`src/rtl/edge_meas_pkg.sv`:
```
// Shared types and defaults for the edge measurement block.
// Holds the FSM state encoding and the default counter width.
package edge_meas_pkg;

  localparam int CNT_W_DEF = 16;

  typedef enum logic [1:0] {
    IDLE = 2'd0,
    HIGH = 2'd1,
    LOW  = 2'd2
  } state_e;

endpackage

```
`src/rtl/edge_meas_sat_counter.sv`:
```
// Period counter: load-to-1, increment, saturates at all-ones with a sticky flag.
// One-cycle update latency; load has priority over increment and clears the flag.
module sat_counter #(
  parameter int W = 16
) (
  input  logic         clk,
  input  logic         rst_n,
  input  logic         load_i,
  input  logic         inc_i,
  output logic [W-1:0] cnt_o,
  output logic         sat_o
);

  localparam logic [W-1:0] MAX = '1;

  logic [W-1:0] cnt_q, cnt_d;
  logic         sat_q, sat_d;

  always_comb begin
    cnt_d = cnt_q;
    sat_d = sat_q;
    if (load_i) begin
      cnt_d = W'(1);
      sat_d = 1'b0;
    end else if (inc_i) begin
      // Flag only when an increment is actually refused at the ceiling.
      if (cnt_q == MAX) sat_d = 1'b1;
      else              cnt_d = cnt_q + 1'b1;
    end
  end

  always_ff @(posedge clk or posedge rst_n) begin
    if (rst_n) begin
      cnt_q <= '0;
      sat_q <= 1'b0;
    end else begin
      cnt_q <= cnt_d;
      sat_q <= sat_d;
    end
  end

  assign cnt_o = cnt_q;
  assign sat_o = sat_q;

endmodule

```
`src/rtl/edge_meas.sv`:
```
// Measures high width and period between edge strobes; result appears one cycle after completion.
// One-entry output register: a completion while held and not accepted is dropped and flagged.
module edge_meas
  import edge_meas_pkg::*;
#(
  parameter int CNT_W = CNT_W_DEF
) (
  input  logic             clk,
  input  logic             rst_n,
  input  logic             rise,
  input  logic             down,
  input  logic             meas_ready,
  output logic             meas_valid,
  output logic [CNT_W-1:0] high_cnt,
  output logic [CNT_W-1:0] period_cnt,
  output logic             ovf,
  output logic             drop
);

  state_e           state_q;
  logic [CNT_W-1:0] width_q;
  logic [CNT_W-1:0] cnt;
  logic             sat;

  logic             valid_q, ovf_q, drop_q;
  logic [CNT_W-1:0] high_q, period_q;

  // Simultaneous rise and down cancel each other out.
  logic rise_ev, down_ev, complete, take;
  assign rise_ev  = rise & ~down;
  assign down_ev  = down & ~rise;
  assign complete = (state_q == LOW) & rise_ev;
  assign take     = complete & (~valid_q | meas_ready);

  sat_counter #(.W(CNT_W)) u_period (
    .clk    (clk),
    .rst_n  (rst_n),
    .load_i (rise_ev),
    .inc_i  ((state_q != IDLE) & ~rise_ev),
    .cnt_o  (cnt),
    .sat_o  (sat)
  );

  always_ff @(posedge clk or posedge rst_n) begin
    if (rst_n) begin
      state_q <= IDLE;
      width_q <= '0;
    end else begin
      case (state_q)
        IDLE: if (rise_ev) state_q <= HIGH;
        HIGH: begin
          if (down_ev) begin
            width_q <= cnt;
            state_q <= LOW;
          end
        end
        LOW:     if (rise_ev) state_q <= HIGH;
        default: state_q <= IDLE;
      endcase
    end
  end

  always_ff @(posedge clk or posedge rst_n) begin
    if (rst_n) begin
      valid_q  <= 1'b0;
      high_q   <= '0;
      period_q <= '0;
      ovf_q    <= 1'b0;
      drop_q   <= 1'b0;
    end else begin
      drop_q <= complete & valid_q & ~meas_ready;
      if (take) begin
        valid_q  <= 1'b1;
        high_q   <= width_q;
        period_q <= cnt;
        ovf_q    <= sat;
      end else if (meas_ready) begin
        valid_q  <= 1'b0;
      end
    end
  end

  assign meas_valid = valid_q;
  assign high_cnt   = high_q;
  assign period_cnt = period_q;
  assign ovf        = ovf_q;
  assign drop       = drop_q;

endmodule

```
`config.mk`:
```
export PLATFORM = sky130hd
export DESIGN_NAME = edge_meas
export DESIGN_NICKNAME = d
export VERILOG_FILES = /design/src/rtl/edge_meas_pkg.sv /design/src/rtl/edge_meas_sat_counter.sv /design/src/rtl/edge_meas.sv
export SDC_FILE = /design/constraint.sdc
export NUM_CORES = 1
export LEC_CHECK = 0
export BUFFER_PORTS_ARGS = -buffer_cell sky130_fd_sc_hd__buf_2
export CORE_UTILIZATION = 40
export DETAILED_ROUTE_END_ITERATION = 10
export GPL_TIMING_DRIVEN = 0
export SYNTH_ARGS = -nofsm -noshare
export SYNTH_HDL_FRONTEND = slang
export SYNTH_SLANG_ARGS = --single-unit
```
`constraint.sdc`:
```
create_clock -name clk -period 2.7 [get_ports clk]
set_input_delay 0.54 -clock clk [delete_from_list [all_inputs] [get_ports clk]]
set_output_delay 0.54 -clock clk [all_outputs]
set_load 0.01 [all_outputs]
```
==> results by group <==
Layout
  • Final nets: 282
  • FILL cells: 674
  • Final std cell area, no fill: 3523 µm²
  • Post-Layout Cell Count: 380
  • Synthesis-to-finish area growth: 18.27%
  • Layout cells sized above 1: between 40% and 50%
  • Ant diodes: 0

Clock tree
  • Latest clock arrival within the worst-skew pair: between 0.3 and 0.4 ns
  • H-tree depth: 3
  • Cts-stage hold buffer count: 0
  • CTS tree: built
  • Clk slew on worst S/H paths: 0.07 ns
  • Cts bufs inserted: 9
  • Cts repair resizes: 0
  • Root Buffer Master: clkbuf_8
  • Clock sink total: 70
  • # Post-CTS Setup Buffers: 0
  • Clock buffer depth: 2

Placement
  • HPWL after DPL: between 3000 and 4000 µm
  • Placed cell count: 364
  • Placed Instance Area: 3301 µm²
  • Buffers on Ports: 39
  • Routability cong.: 0.7828

Floorplan
  • Io pins: 40
  • Cell Rows: 31
  • Initial Util: around 41%
  • Core area: a little over 7000 µm²
  • Die Area: 7797 µm²
  • Chip height: approximately 88 µm
  • Die W: 88.30 µm

Power and ir drop
  • Power per cell area: 726.8 nW/µm²
  • Peak supply drop: 0.0005757 V
  • Static leakage: 1.746 nW

Yosys
  • Post-synth EDFFs: 0
  • Syn Nets: 232
  • Library cells used by synthesis: 41
  • Fraction of registers with async set/reset: 100.0%
  • Top_reg_cell synth: dfrtp_1
  • Top area cells in the synthesized netlist: dfrtp_1, mux2_2, nand2_1
  • Cell Area, Synth: 2979 µm²
  • Seq/Total Area, Yosys: 58.80%
  • Most frequent cell after synthesis: dfrtp_1
  • Commonest cells post-synth: dfrtp_1, mux2_2, nand2_1, a21oi_1, o21ai_0
  • Post-synth top area share: 58.80%
  • Post-Syn Area per Cell: 13.18 µm²
  • Synth warn: 0
  • Number of synthesized register bits: 70
  • Synthesized instance count: 226
  • Yosys top cell by area: dfrtp_1

Global route
  • GRT Total Usage: 16.13%
  • Grt met3 use: 6.063%
  • First-pass GRT wire length: 9183 µm
  • Largest net degree at the start of global routing: 71
  • Initial antenna violation count: 0
  • M1 GR Usage: 20.96%
  • Vias in the first global route: 1853
  • GR Overflow Total: 0
  • Grt met2 use: 24.90%
  • Global route hottest layer: met2

Worst setup path
  • Worst reg2reg setup slack: 0.74 ns
  • R2r endpoint: width_q[2]
  • R2R Path Start: state_q[0]
  • CP Launch Point: state_q[0]
  • Crit path launch type: flop
  • Critical Path RT: between 2 and 3 ns
  • Crit Path Class: reg2reg
  • R2R depth: 4
  • Worst Path Arrival: around 2.2 ns
  • Critical path peak fanout: 10
  • Critical Path Sink Type: flop

Timing
  • Min cycle time layout: slightly below 2 ns
  • Setup Skew: 0.006711 ns
  • Slew headroom: 43.07%
  • Worst-margin pin slew: 0.8540 ns
  • Fmax: ~510 MHz
  • Final worst-path cycle share: 72.64%
  • Finish-stage setup viols: 0
  • Final-report hold violation count: 0
  • Final Max Tran Viols: 0
  • RSZ-0062 raised after global routing: false

Worst hold path
  • Worst hold path class: in2async

Drt
  • DRC Markers: 0
  • Final wirelength: 5629 µm
  • DR vias/cell: roughly 5.2
  • Wirelength per Cell: 14.81 µm
  • DRT iter0 DRCs: 71
  • Remaining antenna violation count: 0
  • Vias after detailed routing: 1987
  • Pre-Repair DR Iteration Count: 4

Job
  • Maxcap violations: 0

Run status
  • Run status: complete, no violations
[how the worst max path moves through the flow]
stage / to / cells past startpoint
2_1_floorplan: drop / 1
3_3_place_gp: period_cnt[2] / 2
3_5_place_dp: width_q[5] / 5
4_1_cts: width_q[2] / 4
5_1_grt: width_q[2] / 4
6_report: width_q[2] / 4
[layout make-up]
cell class	count	area [µm²]	area share [%]
tap	99	123.9	3.516
clock inverter	6	85.08	2.415
clock buffer	10	137.6	3.906
multi-input combinational	142	1160	32.92
inverter	4	17.52	0.4972
timing repair buffer	39	195.2	5.540
buffer	10	52.55	1.491
sequential	70	1752	49.72
[routing by layer]
metal	up-vias	share of wire (%)
li1	938	-
met1	1004	47
met5	-	0
met2	38	48
met3	7	4.1
met4	0	1.2
[sequential cells by signal, summed over array words and instances, names as in the netlist]
| register | flops |
|---|---|
| high_cnt | 16 |
| period_cnt | 16 |
| u_period.cnt_o | 16 |
| width_q | 16 |
| state_q | 2 |
| drop | 1 |
| meas_valid | 1 |
| ovf | 1 |
| u_period.sat_o | 1 |
[cell families after synthesis]
| kind of cell | synth area share (%) |
|---|---|
| flops | 58.80 |
| mux | 19.45 |
| simple gates | 10.08 |
| compound gates | 8.988 |
| buf+inv | 2.267 |
| fa+ha+maj | 0.4199 |
[through the flow]
| step | setup TNS [ns] | total power, mW | setup WS (ns) | hold WS, ns | util (%) |
|---|---|---|---|---|---|
| floorplan | 0 | 1.527 | 0.3918 | 0.4587 | - |
| global placement | -34.15 | 1.649 | -0.4909 | 0.4747 | 45.72 |
| detailed placement | 0 | 1.658 | 0.4332 | 0.4794 | 45.75 |
| CTS | 0 | 2.597 | 0.7426 | 0.4053 | 48.84 |
| global route | 0 | 2.697 | 0.6207 | 0.4416 | 48.84 |
| finish | 0 | 2.561 | 0.7387 | 0.3728 | 48.84 |
[report_power, final]
group | total (mW) | leakage (nW) | switching (mW) | internal (mW)
Sequential | 1.25 | 0.959 | 0.0877 | 1.17
Clock | 0.928 | 0.108 | 0.386 | 0.541
Combinational | 0.379 | 0.679 | 0.198 | 0.182
[layout by cell type (no fill, tap or decap), types with 3 or more instances in the layout]
master / netlist / routed
nand3_1: 3 / 3
nand4_1: 3 / 3
a211oi_1: 4 / 4
nand2b_1: 5 / 5
mux2_2: 47 / 47
o31ai_1: 6 / 6
dfrtp_1: 70 / 70
nor2_1: 5 / 5
inv_1: 4 / 3
a21oi_1: 10 / 10
clkbuf_8: 0 / 10
o21ai_0: 7 / 7
buf_2: 6 / 45
nand2_1: 15 / 15
or4_1: 5 / 5
mux2i_1: 5 / 5
[critical path, stage by stage (launching register included)]
cell and delay (ns):
dfrtp_1 0.34, inv_1 0.10, nor3b_2 0.70, buf_4 0.34
mux2_2 0.36
Note: power is estimated with default switching activity, not from simulation.
